<file path="config.mk">
export PLATFORM = sky130hd
export DESIGN_NAME = pipe_hazard_ctrl
export DESIGN_NICKNAME = d
export VERILOG_FILES = /design/src/rtl/pipe_hazard_ctrl.sv
export SDC_FILE = /design/constraint.sdc
export NUM_CORES = 1
export LEC_CHECK = 0
export ABC_AREA = 1
export CAP_MARGIN = 20
export CORE_ASPECT_RATIO = 1.25
export CORE_MARGIN = 2
export CORE_UTILIZATION = 53
export CTS_BUF_LIST = sky130_fd_sc_hd__clkbuf_8 sky130_fd_sc_hd__clkbuf_16
export CTS_CLUSTER_SIZE = 28
export DETAILED_ROUTE_END_ITERATION = 10
export PLACE_DENSITY = 0.95
export SYNTH_ARGS = -nofsm -noshare
export SYNTH_HDL_FRONTEND = slang
export SYNTH_SLANG_ARGS = --single-unit
</file>
<file path="constraint.sdc">
create_clock -name clk -period 3.8 [get_ports clk]
set_clock_uncertainty 0.15 [all_clocks]
set_input_delay 0.38 -clock clk [delete_from_list [all_inputs] [get_ports clk]]
set_output_delay 0.38 -clock clk [all_outputs]
set_load 0.03 [all_outputs]
</file>
<file path="src/rtl/pipe_hazard_ctrl.sv">
// Hazard and issue controller for the DEC/EXE/MEM/WB integer pipeline.
// Tracks rd of the EX and MEM occupants and decides issue/stall/bubble and forwarding.
module pipe_hazard_ctrl #(
    parameter int unsigned CNT_W = 16
) (
    input  logic             clk,
    input  logic             rst_n,
    input  logic             dec_valid_i,
    input  logic [4:0]       dec_rs1_i,
    input  logic [4:0]       dec_rs2_i,
    input  logic             dec_rs1_used_i,
    input  logic             dec_rs2_used_i,
    input  logic [4:0]       dec_rd_i,
    input  logic             dec_is_load_i,
    input  logic             flush_i,
    input  logic             mem_busy_i,
    output logic             issue_o,
    output logic             stall_o,
    output logic             bubble_o,
    output logic [1:0]       fwd_rs1_sel_o,
    output logic [1:0]       fwd_rs2_sel_o,
    output logic [CNT_W-1:0] stall_cnt_o
);

    localparam logic [CNT_W-1:0] CNT_ONE = CNT_W'(1);

    logic       ex_vld, mem_vld;
    logic [4:0] ex_rd, mem_rd;
    logic       ex_ld, mem_ld;

    logic hit_ex1, hit_ex2, hit_mem1, hit_mem2, lu;

    always_comb begin
        hit_ex1  = dec_rs1_used_i & ex_vld  & (dec_rs1_i == ex_rd)  & (dec_rs1_i != 5'd0);
        hit_ex2  = dec_rs2_used_i & ex_vld  & (dec_rs2_i == ex_rd)  & (dec_rs2_i != 5'd0);
        hit_mem1 = dec_rs1_used_i & mem_vld & (dec_rs1_i == mem_rd) & (dec_rs1_i != 5'd0);
        hit_mem2 = dec_rs2_used_i & mem_vld & (dec_rs2_i == mem_rd) & (dec_rs2_i != 5'd0);
        lu       = (hit_ex1 | hit_ex2) & ex_ld;
    end

    // A flush outranks load-use, but a frozen memory stage outranks everything.
    always_comb begin
        stall_o  = mem_busy_i | (dec_valid_i & lu & ~flush_i);
        issue_o  = dec_valid_i & ~stall_o & ~flush_i;
        bubble_o = ~mem_busy_i & ~issue_o;
    end

    always_comb begin
        fwd_rs1_sel_o = 2'd0;
        fwd_rs2_sel_o = 2'd0;
        if (issue_o) begin
            if (hit_ex1 & ~ex_ld) fwd_rs1_sel_o = 2'd1;
            else if (hit_mem1)    fwd_rs1_sel_o = 2'd2;
            if (hit_ex2 & ~ex_ld) fwd_rs2_sel_o = 2'd1;
            else if (hit_mem2)    fwd_rs2_sel_o = 2'd2;
        end
    end

    always_ff @(posedge clk or negedge rst_n) begin
        if (!rst_n) begin
            ex_vld  <= 1'b0;
            ex_rd   <= '0;
            ex_ld   <= 1'b0;
            mem_vld <= 1'b0;
            mem_rd  <= '0;
            mem_ld  <= 1'b0;
        end else if (!mem_busy_i) begin
            mem_vld <= ex_vld;
            mem_rd  <= ex_rd;
            mem_ld  <= ex_ld;
            ex_vld  <= issue_o & (dec_rd_i != 5'd0);
            ex_rd   <= dec_rd_i;
            ex_ld   <= dec_is_load_i;
        end
    end

    always_ff @(posedge clk or negedge rst_n) begin
        if (!rst_n) begin
            stall_cnt_o <= '0;
        end else if (dec_valid_i && stall_o && (stall_cnt_o != '1)) begin
            stall_cnt_o <= stall_cnt_o + CNT_ONE;
        end
    end

endmodule

</file>
==> results by group, run 1 <==
Routing
  – Avg Vias per Cell: ~5.4
  – DRC viols: 0
  – Antenna viol nets, final: 0
  – Via count: 1998
  – WL/cell: 14.1 um
  – Final wirelength: 5180 um
  – Drt first pass iters: 4
  – Detailed Route Iter0 Violations: between 150 and 200

Clock network
  – CTS Hold Bufs: 0
  – CTS Buf Count: 5
  – Htree depth: 2
  – Post-CTS setup buffers: 0
  – Worst skew pair latency: ~290 ps
  – CTS tree: yes
  – Root Driver: clkbuf_8
  – Post-CTS resize count: 0
  – Sink Count: 29
  – Clock-pin slew on the worst setup and hold paths: ~70 ps
  – Maximum clock path buffer count: 2

Worst setup path
  – Crit. End Element: primary output
  – Setup Crit Path Kind: in2out
  – Worst EP required: approximately 3300 ps
  – Worst R2R Setup Slack: between 1500 and 2000 ps
  – CP Launch Type: primary input
  – Worst R2R Start: stall_cnt_o[0]
  – FF-to-FF path depth: 9
  – Critical R2R Capture: stall_cnt_o[15]
  – CP arrival: 2540 ps
  – CP Max Fanout: 5

Floorplan
  – Initial Util: 54.9%
  – Die width: 57.7 um
  – IO Count: 46
  – Cell Rows: 24
  – Die Ht: 71.2 um
  – Core area: about 0.0035 sq mm
  – Die area: 0.00411 sq mm

Synthesis
  – Synth Area in Compound Gates: 5.04%
  – Mapped Area: between 0.0015 and 0.002 sq mm
  – Post-synth top flop: dfrtp_1
  – Top-count cell post-synth: nand2_1
  – Synth Area in Simple Gates: 40.1%
  – Largest cells by area after synthesis: dfrtp_1 (38%), nand2_1 (20%), nand3_1 (8.1%)
  – Post-Synth Adder-Cell Area: 0.654%
  – Area leader, netlist: dfrtp_1
  – Synth top cells by count: nand2_1 (100), inv_1 (34), nand3_1 (31), dfrtp_1 (29), nor2_1 (27)
  – Mux cell area share after synthesis: 0%
  – Largest family of logic cells by synthesized area: simple AND/OR/NAND/NOR gates
  – Distinct cell type count after synthesis: 25
  – Number of flops mapped to enable cells by yosys: 0
  – Avg Cell Area, Syn: about 7 sq um
  – Yosys Warn Count: 0
  – Register area share after synthesis: 38.0%
  – Xor and xnor fraction of the mapped netlist area: ~8%
  – Top cell type's share of synthesized area: a little under two fifths
  – Syn_nets: roughly 300
  – Cells after Synth: ~280
  – Post-synth ARST share: 100%
  – Post-synthesis register bit count: 29

Global routing
  – GR Util All Layers: between 20 and 30%
  – Global route overflow: 0
  – Antenna violations before repair: 0
  – Vias in the first global route: between 1500 and 2000
  – First-pass GRT wire length: about 8800 um
  – Largest net degree at the start of global routing: 30

Placement
  – HPWL after DPL: roughly 3800 um
  – IO buf count: 45
  – Gpl congestion: 0.982

Outcome
  – Status: finished clean

Timing
  – Slew at the pin closest to its max-slew limit: approximately 720 ps
  – Minimum clock period: between 3000 and 4000 ps
  – Slew HR: approximately half
  – Final Cycle Share: between 80% and 90%
  – Final Hold Violating Endpoints: 0
  – Fmax achieved: 326 MHz
  – # setup viols final: 0
  – Slew Viols, Final: 0
  – RSZ-0062 raised after global routing: no
  – Final setup TNS: 0 ps
  – Final hold slack: 328 ps

Layout
  – # diodes: 0
  – FF+latch area: around 730 sq um
  – Share of cells above drive strength 1: around 6.1%
  – Layout area overhead: 30.8%
  – Final nets: ~350
  – Area of the multi-input gates: between 0.001 and 0.0015 sq mm
  – Fillers: 272

Hold path
  – Worst Hold Class: in2async

Pwr
  – Cell leakage power: around 1.2 nW
  – Power Density: between 300 and 400 mW/mm^2
  – Max VDD drop: roughly 0.52 mV

Run
  – Max-cap violations: 0
## logic make-up after synthesis
kind of cell    count (synthesis)
xor+xnor                       17
buf+inv                        40
compound gates                 17
flops                          29
simple gates                  175
fa+ha+maj                       1
## per-stage QoR
stage	power, mW	setup slack (ps)	area, sq um	util (%)	cells
2_1_floorplan	0.527	1580	1910	-	279
6_report	0.914	732	2500	71.8	368
4_1_cts	0.918	758	2500	71.8	368
3_3_place_gp	0.628	786	2400	68.9	360
3_5_place_dp	0.633	763	2400	68.9	360
5_1_grt	0.967	538	2500	71.8	368
## placed cells by master (no fill, tap or decap), drive strengths merged, types with 3 or more instances in the layout
cell	Yosys	final
clkdlybuf4s50	0	45
nand2	103	103
o21ai	12	12
nand3	33	33
nor2	31	31
xor2	6	6
o22ai	3	3
buf	3	3
nand4	5	5
dfrtp	29	29
xnor2	11	11
clkbuf	3	7
inv	34	34
## final cells by class
type	count	area share, %
clock buffers	7	3.85
clock inverters	1	0.200
inverters	34	5.11
multi-input cells	210	40.9
flip-flops and latches	29	29.0
well taps	39	1.95
repair buffers	48	18.9
## per-layer routing
metal	part of all wire, %	vias to the layer above	global-route usage, %
li1	-	972	-
met4	3.3	0	10.9
met3	5.2	21	5.48
met2	51	86	47.7
met5	0	-	0
met1	41	919	33.6
## worst max-delay path by stage
stage / to / from / cells past startpoint / slack (ps)
after detailed placement: fwd_rs1_sel_o[1] / dec_rs1_i[3] / 11 / 760
after floorplan: bubble_o / dec_rs2_i[3] / 11 / 1580
after CTS: fwd_rs1_sel_o[1] / dec_rs1_i[3] / 11 / 760
after global placement: fwd_rs2_sel_o[1] / dec_rs1_i[3] / 11 / 790
after global routing: fwd_rs1_sel_o[1] / dec_rs1_i[3] / 11 / 540
final: fwd_rs2_sel_o[0] / dec_rs1_i[3] / 11 / 730
## state kept, by name (all words and copies together) (netlist names)
register     flops
stall_cnt_o     16
ex_ld            1
ex_rd            5
mem_vld          1
mem_rd           5
ex_vld           1
## report_power, final
| part | internal [mW] | switching [mW] | leakage [nW] | total, mW |
|---|---|---|---|---|
| Clock | 0.163 | 0.123 | 0.0542 | 0.286 |
| Combinational | 0.102 | 0.137 | 0.794 | 0.239 |
| Sequential | 0.341 | 0.0477 | 0.380 | 0.389 |
| Total | 0.606 | 0.307 | 1.23 | 0.914 |
## critical path, cell delays in order
cell and delay, ps:
clkdlybuf4s50_1 440, inv_1 150, nand3_1 130, nor2_1 150, nor2_1 80, nand2_1 60
nand2_1 50, nand2_1 110, nand3_1 160, nor2_1 150, clkdlybuf4s50_1 680
Note: power is estimated with default switching activity, not from simulation.
==> run 2: changes to the inputs <==
--- a/config.mk
+++ b/config.mk
@@ -9,11 +9,11 @@
 export CAP_MARGIN = 20
 export CORE_ASPECT_RATIO = 1.25
 export CORE_MARGIN = 2
-export CORE_UTILIZATION = 53
+export CORE_UTILIZATION = 45
 export CTS_BUF_LIST = sky130_fd_sc_hd__clkbuf_8 sky130_fd_sc_hd__clkbuf_16
 export CTS_CLUSTER_SIZE = 28
 export DETAILED_ROUTE_END_ITERATION = 10
-export PLACE_DENSITY = 0.95
+export PLACE_DENSITY = 0.88
 export SYNTH_ARGS = -nofsm -noshare
 export SYNTH_HDL_FRONTEND = slang
 export SYNTH_SLANG_ARGS = --single-unit
==> constraint.sdc (replaced) <==
create_clock -name clk -period 2.7 [get_ports clk]
set_clock_uncertainty 0.15 [all_clocks]
set_input_delay 0.27 -clock clk [delete_from_list [all_inputs] [get_ports clk]]
set_output_delay 0.27 -clock clk [all_outputs]
set_load 0.03 [all_outputs]
==> run 2 against run 1 <==
Combinational power grew 40%; power is 34% higher; sequential power up 41%; global-route usage fell by 5.5 points; via count decreased by 2.7%; clock power increased by 20%; sequential share of layout area rose by 0.087 points; worst setup slack got worse by 390 ps; utilization shrank 11 points; die area grew 17%; register-to-register slack got worse by 760 ps; highest routed layer unchanged.
==> results by group, run 2 (same netlist as run 1, synthesis figures left out) <==
Layout
  – Commonest cells after routing, fill and taps aside: nand2_1 (100), clkdlybuf4s50_1 (38), inv_1 (35), nand3_1 (31), dfrtp_1 (29)
  – Layout area overhead: 30.4%
  – Fillers: 395
  – Final nets: approximately 350
  – Largest register by flop count: stall_cnt_o
  – Max reg flops: 16
  – Most common cell after layout, fill and taps aside: nand2_1
  – Largest registers: stall_cnt_o x16, ex_rd x5, mem_rd x5
  – # diodes: 0
  – Share of cells above drive strength 1: between 8 and 9%

Timing
  – Slew HR: 75.8%
  – Slew at the pin closest to its max-slew limit: roughly 360 ps
  – RSZ-0062 raised after global routing: no
  – Final setup TNS: 0 ps
  – Fmax achieved: about 420 MHz
  – Final Hold Violating Endpoints: 0
  – Slew Viols, Final: 0
  – Minimum clock period: between 2000 and 2500 ps
  – # setup viols final: 0
  – Final hold slack: around 210 ps
  – Final Cycle Share: between 80 and 90%

Clock network
  – Root Driver: clkbuf_8
  – Worst skew pair latency: roughly 290 ps
  – Sink Count: 29
  – Maximum clock path buffer count: 2
  – Post-CTS resize count: 0
  – Post-CTS setup buffers: 0
  – CTS Buf Count: 5
  – CTS Hold Bufs: 0
  – Clock-pin slew on the worst setup and hold paths: ~60 ps
  – CTS tree: yes
  – Htree depth: 2

Worst setup path
  – Critical path launch point: dec_rs1_i[3]
  – CP Max Fanout: 5
  – CP arrival: ~1900 ps
  – Worst EP required: roughly 2300 ps
  – Worst R2R Start: stall_cnt_o[0]
  – Crit. End Element: primary output
  – CP Launch Type: primary input
  – Setup Crit Path Kind: in2out

Routing
  – DRC viols: 0
  – Antenna viol nets, final: 0
  – Final wirelength: 5040 um
  – WL/cell: around 13 um
  – Detailed Route Iter0 Violations: around 150
  – Via count: between 1500 and 2000
  – Avg Vias per Cell: approximately 5.0
  – Drt first pass iters: 4

Hold path
  – Worst Hold Class: in2async

Placement
  – HPWL after DPL: between 3000 and 4000 um
  – IO buf count: 45
  – Gpl congestion: 1.03

Outcome
  – Status: finished clean

Global routing
  – First-pass GRT wire length: ~8400 um
  – GR Util All Layers: between 20% and 30%
  – Largest net degree at the start of global routing: 30
  – Vias in the first global route: approximately 1800
  – Global route overflow: 0
  – Antenna violations before repair: 0

Floorplan
  – Die area: approximately 0.0048 sq mm
  – Cell Rows: 26
  – Die Ht: about 77 um
  – Die width: around 62 um
  – IO Count: 46
  – Initial Util: a little under half
  – Core area: slightly above 0.004 sq mm

Pwr
  – Max VDD drop: ~0.47 mV
  – Power Density: a little under 500 mW/mm^2
  – Cell leakage power: 1.24 nW

Run
  – Max-cap violations: 0
run 2: power breakdown:
part / internal, mW / leakage, nW / switching [mW] / total (mW)
logic: 0.144 / 0.811 / 0.191 / 0.335
clock network: 0.174 / 0.0491 / 0.169 / 0.343
registers: 0.480 / 0.380 / 0.0682 / 0.548
total: 0.798 / 1.24 / 0.429 / 1.23
run 2: metrics by stage:
step                      setup slack, ps  cell area [sq um]  std cells  total power [mW]  util [%]
after detailed placement              343               2410        378             0.887      58.8
final                                 340               2490        386              1.23      60.8
after floorplan                       630               1910        279             0.742         -
after global placement                457               2410        378             0.879      58.8
after CTS                             335               2490        386              1.24      60.8
after global routing                 85.2               2490        386              1.30      60.8
run 2: layout make-up:
class | count | area, sq um | area share (%)
Clock buffer | 5 | 68.8 | 2.76
Clock inverter | 3 | 13.8 | 0.552
Inverter | 34 | 128 | 5.12
Multi-Input combinational cell | 210 | 1020 | 41.1
Sequential cell | 29 | 726 | 29.1
Tap cell | 56 | 70.1 | 2.81
Timing Repair Buffer | 49 | 463 | 18.6
run 2: per-layer routing:
layer	routed length [um]	vias up	track usage, %
li1	-	974	-
met1	2050	893	24.4
met2	2600	68	40.9
met3	299	9	5.43
met4	88	0	8.89
met5	0	-	0
run 2: worst paths after layout:
check	endpoint	slack (ps)	cells past startpoint
worst max register to register	stall_cnt_o[1]	760	9
min in group clk	mem_vld	380	2
worst min-delay path	stall_cnt_o[13]	210	2
max in group asynchronous	ex_rd[4]	1920	2
worst max-delay path	bubble_o	340	14
worst min register to register	mem_vld	380	2
run 2: critical path, stage by stage:
cell	delay, ps
clkdlybuf4s50_1	500
inv_1	90
nand2_1	80
nand2_1	50
inv_1	50
nand2_1	50
nor2_1	120
nand2_1	70
nand2_1	60
nand2_1	90
nand3_1	170
inv_1	80
nor2_1	110
buf_4	170
==> run 3: changes to the inputs <==
--- a/config.mk
+++ b/config.mk
@@ -8,7 +8,7 @@
 export ABC_AREA = 1
 export CAP_MARGIN = 20
 export CORE_ASPECT_RATIO = 1.25
-export CORE_MARGIN = 2
+export CORE_MARGIN = 8
 export CORE_UTILIZATION = 45
 export CTS_BUF_LIST = sky130_fd_sc_hd__clkbuf_8 sky130_fd_sc_hd__clkbuf_16
 export CTS_CLUSTER_SIZE = 28
==> run 3 against run 2 <==
Highest routed layer unchanged; non-clock buffer count unchanged; flip-flop and latch count unchanged; combinational power about the same; die area up 38%; via count up 3.4%.
==> results by group, run 3 (same netlist as run 1, synthesis figures left out) <==
Timing
  – Final setup TNS: 0 ps
  – Slew at the pin closest to its max-slew limit: around 410 ps
  – Final Cycle Share: between 80% and 90%
  – # setup viols final: 0
  – Slew Viols, Final: 0
  – Minimum clock period: 2370 ps
  – RSZ-0062 raised after global routing: no
  – Final hold slack: between 200 and 250 ps
  – Final Hold Violating Endpoints: 0
  – Fmax achieved: between 400 and 500 MHz
  – Final setup margin: 328 ps
  – Slew HR: between 70 and 80%

Global routing
  – Global route overflow: 0
  – Vias in the first global route: approximately 2000
  – GR Util All Layers: between 10% and 20%
  – First-pass GRT wire length: slightly above 9000 um
  – Antenna violations before repair: 0
  – Largest net degree at the start of global routing: 30

Routing
  – Via count: around 2000
  – Drt first pass iters: 4
  – Final wirelength: between 5000 and 6000 um
  – Detailed Route Iter0 Violations: around 220
  – Antenna viol nets, final: 0
  – WL/cell: roughly 14 um
  – Avg Vias per Cell: 5.21
  – DRC viols: 0

Layout
  – Final nets: about 350
  – Finished Layout Cells: around 390
  – # diodes: 0
  – Largest register by flop count: stall_cnt_o
  – Fillers: between 300 and 400
  – Max reg flops: 16
  – Layout area overhead: 30.4%
  – Commonest cells after routing, fill and taps aside: nand2_1 (100), clkdlybuf4s50_1 (38), inv_1 (35), nand3_1 (31), dfrtp_1 (29)
  – Area of the multi-input gates: about 0.0010 sq mm
  – Share of cells above drive strength 1: under 10%
  – Largest registers: stall_cnt_o x16, ex_rd x5, mem_rd x5
  – Most common cell after layout, fill and taps aside: nand2_1
  – FF+latch area: 726 sq um
  – Final core utilization: around 60%

Run
  – Max-cap violations: 0

Worst setup path
  – Critical path launch point: dec_rs2_i[3]
  – CP arrival: 1950 ps
  – Crit path cell chain: clkdlybuf4s50_1 > inv_1 > nor2_1 > nor2_1 > nand2_1 > nor2_1 > nand2_1 > nand2_1 > nand2_1 > nand3_1 > inv_1 > nor2_1 > buf_4
  – Setup Crit Path Kind: in2out
  – CP max stage cell: clkdlybuf4s50_1
  – CP Launch Type: primary input
  – CP Max Fanout: 5
  – Worst EP required: between 2000 and 2500 ps
  – Worst R2R Setup Slack: approximately 700 ps
  – Crit. End Element: primary output
  – WP buf/inv: 4
  – Critical R2R Capture: stall_cnt_o[9]
  – Worst R2R Start: stall_cnt_o[0]
  – Slowest stage delay, CP: 410 ps
  – FF-to-FF path depth: 9
  – Setup crit end: bubble_o
  – CP top delay family: simple AND/OR/NAND/NOR gates
  – Number of stages on the worst setup path: 13

Pwr
  – Power Density: ~500 mW/mm^2
  – Switching part of the total power: between 30% and 40%
  – Max VDD drop: 0.370 mV
  – Cell leakage power: around 1.2 nW
  – Clock network power share: about 28%
  – Sw Pwr: ~0.42 mW
  – Sequential group share of total power: between 40 and 50%
  – Gate power share: ~28%
  – Int Pwr: between 0.7 and 0.8 mW

Clock network
  – CTS Hold Bufs: 0
  – CTS Buf Count: 5
  – Maximum clock path buffer count: 2
  – Post-CTS resize count: 0
  – Sink Count: 29
  – CTS tree: yes
  – Htree depth: 2
  – Post-CTS setup buffers: 0
  – Worst skew pair latency: 280 ps
  – Clock-pin slew on the worst setup and hold paths: around 60 ps
  – Root Driver: clkbuf_8

Floorplan
  – Die width: approximately 74 um
  – Core area: around 0.0041 sq mm
  – IO Count: 46
  – Cell Rows: 26
  – Die Ht: between 80 and 90 um
  – Die area: 0.00660 sq mm
  – Initial Util: roughly 47%

Placement
  – HPWL after DPL: slightly below 4000 um
  – IO buf count: 45
  – Gpl congestion: about 1.1
  – Worst slack, placed: about 370 ps
  – Placed insts: between 300 and 400

Outcome
  – Status: finished clean

Hold path
  – Worst Hold Class: in2async
run 3: layout make-up:
type	instances	share of cell area [%]
multi-input cells	210	41.1
flip-flops and latches	29	29.1
repair buffers	49	18.6
inverters	34	5.12
well taps	56	2.81
clock buffers	5	2.76
clock inverters	3	0.552
run 3: power by group through the flow:
stage	Combinational, mW	Sequential [mW]	Clock [mW]
after global routing	0.374	0.557	0.365
final	0.336	0.548	0.336
after CTS	0.338	0.547	0.345
after floorplan	0.148	0.594	0
after global placement	0.329	0.553	0
after detailed placement	0.336	0.553	0
run 3: stage by stage:
step	instance area, sq um	total power [mW]
after floorplan	1910	0.742
final	2490	1.22
after global routing	2490	1.30
after global placement	2410	0.882
after CTS	2490	1.23
after detailed placement	2410	0.889
run 3: how the worst min path moves through the flow:
stage               startpoint         endpoint  cells past startpoint
floorplan                rst_n            ex_ld                      0
global placement     mem_rd[4]        mem_rd[4]                      2
detailed placement     mem_vld          mem_vld                      2
CTS                      rst_n   stall_cnt_o[4]                      2
global route             rst_n         ex_rd[3]                      2
finish                   rst_n  stall_cnt_o[10]                      2
run 3: routing by layer:
metal | up-vias | wire [um] | track usage [%]
met5 | - | 0 | 0
met4 | 0 | 123 | 7.68
met3 | 14 | 526 | 5.44
met2 | 107 | 2610 | 29.8
met1 | 915 | 2150 | 20.9
li1 | 975 | - | -
run 3: worst register-to-register path, cell delays in order (launching register included):
cell     delay, ps
dfrtp_1        440
ha_1           290
nand3_4        140
nor2_4          50
nand3_2         70
nor2_2          40
nor2_2         320
buf_4          260
nand3_1        110
nand2_1         90
